`config.mk`:
```
export PLATFORM = sky130hd
export DESIGN_NAME = fetch_ctrl
export DESIGN_NICKNAME = d
export VERILOG_FILES = /design/src/rtl/fetch_ctrl.sv
export SDC_FILE = /design/constraint.sdc
export NUM_CORES = 1
export LEC_CHECK = 0
export CORE_UTILIZATION = 45
export DETAILED_ROUTE_END_ITERATION = 12
export PLACE_DENSITY = 0.79
export REMOVE_ABC_BUFFERS = 1
export SLEW_MARGIN = 30
export SYNTH_ARGS = -nofsm -noshare
export SYNTH_HDL_FRONTEND = slang
export SYNTH_SLANG_ARGS = --single-unit
```
`constraint.sdc`:
```
create_clock -name clk -period 3.7 [get_ports clk]
set_clock_uncertainty 0.05 [all_clocks]
set_input_delay 0.37 -clock clk [delete_from_list [all_inputs] [get_ports clk]]
set_output_delay 0.37 -clock clk [all_outputs]
set_load 0.02 [all_outputs]
```
`src/rtl/fetch_ctrl.sv`:
```
// Instruction fetch controller: issues one memory read at a time, presents the
// returned word to decode, and handles redirects (jumps) from any state.
module fetch_ctrl #(
  parameter logic [31:0] RESET_PC = 32'h8000_0000
) (
  input  logic        clk,
  input  logic        rst,
  output logic        req_valid,
  input  logic        req_ready,
  output logic [31:0] req_addr,
  input  logic        rsp_valid,
  input  logic [31:0] rsp_data,
  output logic        inst_valid,
  input  logic        inst_ready,
  output logic [31:0] inst,
  output logic [31:0] inst_pc,
  input  logic        jump,
  input  logic [31:0] jump_addr,
  output logic [31:0] fetch_cnt
);

  typedef enum logic [2:0] {
    IDLE,
    REQ,
    WAIT,
    HOLD,
    DRAIN
  } state_t;

  state_t      state_q, state_d;
  logic [31:0] pc_q, pc_d;
  logic [31:0] inst_q, inst_d;
  logic [31:0] cnt_q, cnt_d;

  // State and datapath registers with synchronous reset.
  always_ff @(posedge clk) begin
    if (rst) begin
      state_q <= IDLE;
      pc_q    <= RESET_PC;
      inst_q  <= '0;
      cnt_q   <= '0;
    end else begin
      state_q <= state_d;
      pc_q    <= pc_d;
      inst_q  <= inst_d;
      cnt_q   <= cnt_d;
    end
  end

  // Next-state logic; a jump always overrides pc and takes priority.
  always_comb begin
    state_d = state_q;
    pc_d    = pc_q;
    inst_d  = inst_q;
    cnt_d   = cnt_q;
    case (state_q)
      IDLE: state_d = REQ;
      REQ: begin
        if (jump) begin
          pc_d = jump_addr;
          // An accepted request with a stale address still owes a response.
          if (req_ready) state_d = DRAIN;
        end else if (req_ready) begin
          state_d = WAIT;
        end
      end
      WAIT: begin
        if (jump) begin
          pc_d    = jump_addr;
          state_d = rsp_valid ? REQ : DRAIN;
        end else if (rsp_valid) begin
          inst_d  = rsp_data;
          state_d = HOLD;
        end
      end
      DRAIN: begin
        if (jump) pc_d = jump_addr;
        if (rsp_valid) state_d = REQ;
      end
      HOLD: begin
        if (inst_ready) begin
          cnt_d   = cnt_q + 32'd1;
          pc_d    = jump ? jump_addr : pc_q + 32'd4;
          state_d = REQ;
        end else if (jump) begin
          pc_d    = jump_addr;
          state_d = REQ;
        end
      end
      default: state_d = IDLE;
    endcase
  end

  assign req_valid  = (state_q == REQ);
  assign inst_valid = (state_q == HOLD);
  assign req_addr   = pc_q;
  assign inst_pc    = pc_q;
  assign inst       = inst_q;
  assign fetch_cnt  = cnt_q;

endmodule

```
Word-level counts from Yosys, hierarchy flattened
Cells that the tools add are included.
- add/subtract/negate cells: 2
- equal/unequal tests: 8
- muxes and demuxes: 14
- bitwise gates (word level): 1
- reduce and logical (&&, ||, !) cells: 6
- operators with widths (cell ; number):
    32-bit two-way mux ; 3
    32-bit case mux with 2 select lines ; 1
    32-bit by 1-bit adder with 32-bit output, second input constant ; 1
    32-bit by 3-bit adder with 32-bit output, second input constant ; 1
    3-bit two-way mux ; 9
    3-bit case mux with 5 select lines ; 1
    3-bit by 2-bit == test with 1-bit output, second input constant ; 2
    4-bit AND reduction ; 1
    3-bit by 1-bit == test with 1-bit output, second input constant ; 1
    3-bit == test, second input constant ; 1
    3-bit zero test ; 1
    3-bit by 1-bit != test with 1-bit output, second input constant ; 1
    3-bit != test, second input constant ; 1
    3-bit AND reduction ; 1
    3-bit OR reduction ; 1
    2-bit by 1-bit != test with 1-bit output, second input constant ; 1
    2-bit != test, second input constant ; 1
    2-bit AND reduction ; 1
    2-bit nonzero test ; 1
    1-bit NOT ; 1
- register bits: 99
- bits of input ports: 70
- output and inout bits: 130
- logic and storage cells: 35

Depth between registers and ports, before layout
- word-level depth: 4
- mapped depth: 8
- gate-level depth less buffers: 6

Worst setup path after synthesis
Ideal clock, no wire load.
- kind: register -> register
- from: reg pc_q[4] (netlist: inst_pc[4])
- to: reg pc_q[30] (netlist: inst_pc[30])
- library setup time: 0.074 ns
- arrival time: 1.854 ns
- data required time: 3.576 ns
- setup slack: 1.721 ns
- stages on the path, launching flop included: 8
- path buffers: 2
- period minus slack after synthesis: 1.979 ns
- path through: dfxtp_1 -> and4_1 -> buf_6 -> nand4_4 -> or3_1 -> buf_6 -> mux2_4 -> o22ai_2
- cells in the longest elaborated chain, start to end: 4
- RTL lines (element ; line ; text):
    start, declared ; 31 ; logic [31:0] pc_q, pc_d;
    start signal, assigned ; 44 ; pc_q <= pc_d;
    32-bit by 3-bit adder with 32-bit output ; 83 ; pc_d = jump ? jump_addr : pc_q + 32'd4;
    32-bit two-way mux ; 83 ;
    32-bit two-way mux ; 81 ; if (inst_ready) begin
    32-bit case mux with 2 select lines ; 56 ; case (state_q)
No other way between the ends.
A chain may end at the register's enable or synchronous reset.

Final worst setup path
- from: reg state_q[1]
- to: reg pc_q[30] (netlist: inst_pc[30])
- cells in the longest elaborated chain, start to end: 3
- elaborated cells between the ends (all ways): 7
- classes of those cells: eq/ne: 4; mux: 1; reduce/logical: 2
- RTL lines (element ; line ; text):
    start, declared ; 30 ; state_t state_q, state_d;
    start signal, assigned ; 43 ; state_q <= state_d;
    3-bit by 1-bit == test with 1-bit output (tied with other cells) ; 56 ;
    3-bit OR reduction (no line) ; - ;
    32-bit case mux with 2 select lines / 2-bit nonzero test (equally long branches) ; - ;
Parallel ways exist; a longest one is shown, timed or not.

==> summary.txt <==
Worst setup path
  – FF-to-FF Start: state_q[1]
  – CP max FO: 13
  – Crit-path slowest cell: dfxtp_1
  – Critical Path RT: 3.94 ns
  – CP Launch Point: state_q[1]
  – Worst path depth: 6
  – CP endpoint kind: register
  – Worst setup SP type: register
  – Worst r2r path cells: 6
  – Data arrival, critical path: 2.71 ns
  – Crit-path cells: and4b_1 > buf_4 > nand2_1 > or3_1 > mux2_4 > o22ai_2
  – R2r setup slk: 1.23 ns
  – Buf+Inv Stages, Crit Path: 1
  – Critical path capture point: inst_pc[30]
  – Max incr delay on CP: 0.56 ns
  – R2R Path End: inst_pc[30]
  – Delay-heaviest family, CP: simple AND/OR/NAND/NOR gates
  – Crit Path Class: reg2reg

Clock network
  – Clk buf depth: 2
  – CTS root buf: clkbuf_8
  – CTS resizes: 0
  – CTS Buf Count: 9
  – CTS H-tree lvls: 3
  – Clk_lat worst skew: 0.35 ns
  – Setup Fix Bufs, Post-CTS: 0
  – CTS tree: built
  – CTS Hold Buffers Added: 0
  – Clock-pin slew on the worst setup and hold paths: 0.10 ns
  – Clock tree sinks: 99

Placement
  – Placer Congestion: 0.879
  – Buffers on Ports: 199
  – Final HPWL DP: 10.6 mm
  – Setup slack at placement: 0.962 ns
  – Cell Count Post-Placement: 900

Logic synthesis
  – Area contributors post-synth: dfxtp_1 (39%), nand2_1 (7.4%), buf_4 (4.9%)
  – Sequential area share after synthesis: 39.4%
  – Top cell type's share of synthesized area: 39.4%
  – Top FF cell, synth: dfxtp_1
  – Post-synth EDFFs: 0
  – Top cell type by total area after synthesis: dfxtp_1
  – Post-synth cell types: 60
  – Synthesized instance count: 624
  – Yosys warns: 0
  – Avg Cell Area, Syn: 8.06 µm²
  – Cell Area, Synth: 5030 µm²
  – #FFs+latches synth: 99
  – Asr flop ratio synth: 0%

Min path
  – WHS Path Cells: 2
  – Worst hold path class: in2reg

Final layout
  – Layout Area Growth over Synthesis: 40.5%
  – Footprint of the multi-input gates: 2580 µm²
  – Fraction of layout instances using a drive strength above 1: 5.28%
  – Final #Nets: 843
  – Storage cell area: 1980 µm²
  – Final design utilization: 65.2%
  – Commonest non-fill, non-tap cells in the layout: clkdlybuf4s50_1 (198), nand2_1 (99), dfxtp_1 (99)
  – Commonest non-fill, non-tap cell in the layout: clkdlybuf4s50_1
  – Fin cells: 916
  – Diode count: 0
  – Fillcell total: 908

Die
  – Core area: 10800 µm²
  – Die width: 108 µm
  – Die Ht: 108 µm
  – Initial core utilization: 46.4%
  – Die area: 11600 µm²
  – # IOs: 200
  – # rows: 38

Route
  – Drt wl/cell: 16.0 µm
  – Antenna viol nets, final: 0
  – Iteration count of the initial detailed-routing pass: 6
  – Detailed Route WL: 14.6 mm
  – Starting DRC count in detailed routing: 328
  – Post-route DRC: 0
  – Via density: 5.54
  – Via count: 5079

Timing
  – Slew headroom: 48.9%
  – Fmax: 0.405 GHz
  – Final TNS setup: 0 ns
  – Slew Limit Fails: 0
  – Setup violations, final: 0
  – RSZ-0062 raised after global routing: no
  – Worst Max-Slew Pin Slew: 0.763 ns
  – Final Hold Viols: 0
  – Final Cycle Share: 66.8%
  – Final WS setup: 1.23 ns
  – Min cycle time layout: 2.47 ns

Global route
  – Gr ovfl total: 0
  – Largest net degree at the start of global routing: 66
  – First-pass GRT wire length: 22.9 mm
  – GRT Util Overall: 24.6%
  – Initial antenna violation count: 0
  – Vias in the first global route: 4805

Power and ir drop
  – Peak VDD IR: 0.248 mV
  – Pleak: 2.41 nW
  – PwrDens: 352 nW/µm²

Run status
  – Status: complete, no violations

Flow run
  – Max cap viols: 0
## metal layers
metal | wire length, µm | up-vias | part of all wire, % | GRT usage, %
li1 | - | 2453 | - | -
met2 | 6980 | 241 | 48 | 41.7
met3 | 1090 | 38 | 7.5 | 3.93
met4 | 440 | 0 | 3.0 | 12.2
met1 | 6110 | 2347 | 42 | 29.9
met5 | 0 | - | 0 | 0
## per-stage QoR
step                hold slack, ns  power (mW)  instance area (µm²)
finish                       0.386        2.49                 7070
global route                 0.379        2.59                 7070
CTS                          0.368        2.50                 7070
detailed placement           0.399        1.72                 6840
global placement             0.391        1.71                 6840
floorplan                    0.389        1.42                 4610
## where the power goes
| part | total, mW | switching, mW | internal, mW |
|---|---|---|---|
| combinational | 0.528 | 0.264 | 0.264 |
| clock | 0.779 | 0.375 | 0.404 |
| sequential | 1.18 | 0.0726 | 1.11 |
| total | 2.49 | 0.712 | 1.77 |
## registers in the layout (all words and copies together) (netlist names)
name       cells
inst_pc       32
fetch_cnt     32
state_q        3
inst          32
## worst min-delay path by stage
stage              from            end  slack, ns
6_report            rst     inst_pc[5]       0.39
5_1_grt             rst    inst_pc[28]       0.38
4_1_cts             rst    inst_pc[28]       0.37
3_5_place_dp   inst[21]       inst[21]       0.40
3_3_place_gp   inst[19]       inst[19]       0.39
2_1_floorplan       rst  fetch_cnt[16]       0.39
## cells by family after synthesis
family | share of synthesized area (%)
XOR/XNOR | 6.79
multiplexers | 1.62
adder cells (fa/ha/maj) | 0.498
buffers and inverters | 9.38
AND/OR/NAND/NOR | 27.9
flip-flops | 39.4
AO/OA/AOI/OAI | 14.4
## area by class of cell
class	count	share of cell area [%]
clock buffers	11	2.00
inverters	13	0.691
clock inverters	5	1.20
repair buffers	207	29.0
well taps	140	2.48
flip-flops and latches	99	28.0
multi-input cells	441	36.6
## Yosys cell counts, types with 4 or more instances
master and instances:
xnor2_1 26, and3_1 14, nor4_1 11, nand4_1 14, and2_1 8, buf_2 14
dfxtp_1 99, nor3_1 18, nor3b_1 4, a31oi_1 6, mux2i_1 4, nor2b_1 4
o21ai_0 20, o22ai_1 11, nand2_1 99, or3_1 7, nor2_1 50, buf_4 33
nand3_1 17, inv_1 11, a221oi_1 6, and4_2 4, a21oi_1 49, a22oi_1 4
a211oi_1 6, xor2_1 13, and4_1 9, clkbuf_1 21
## worst reg2reg max path: stages (launching register included)
cell     delay (ns)
dfxtp_1        0.56
and4b_1        0.50
buf_4          0.26
nand2_1        0.11
or3_1          0.51
mux2_4         0.34
o22ai_2        0.08
(Power assumes the default switching activity.)
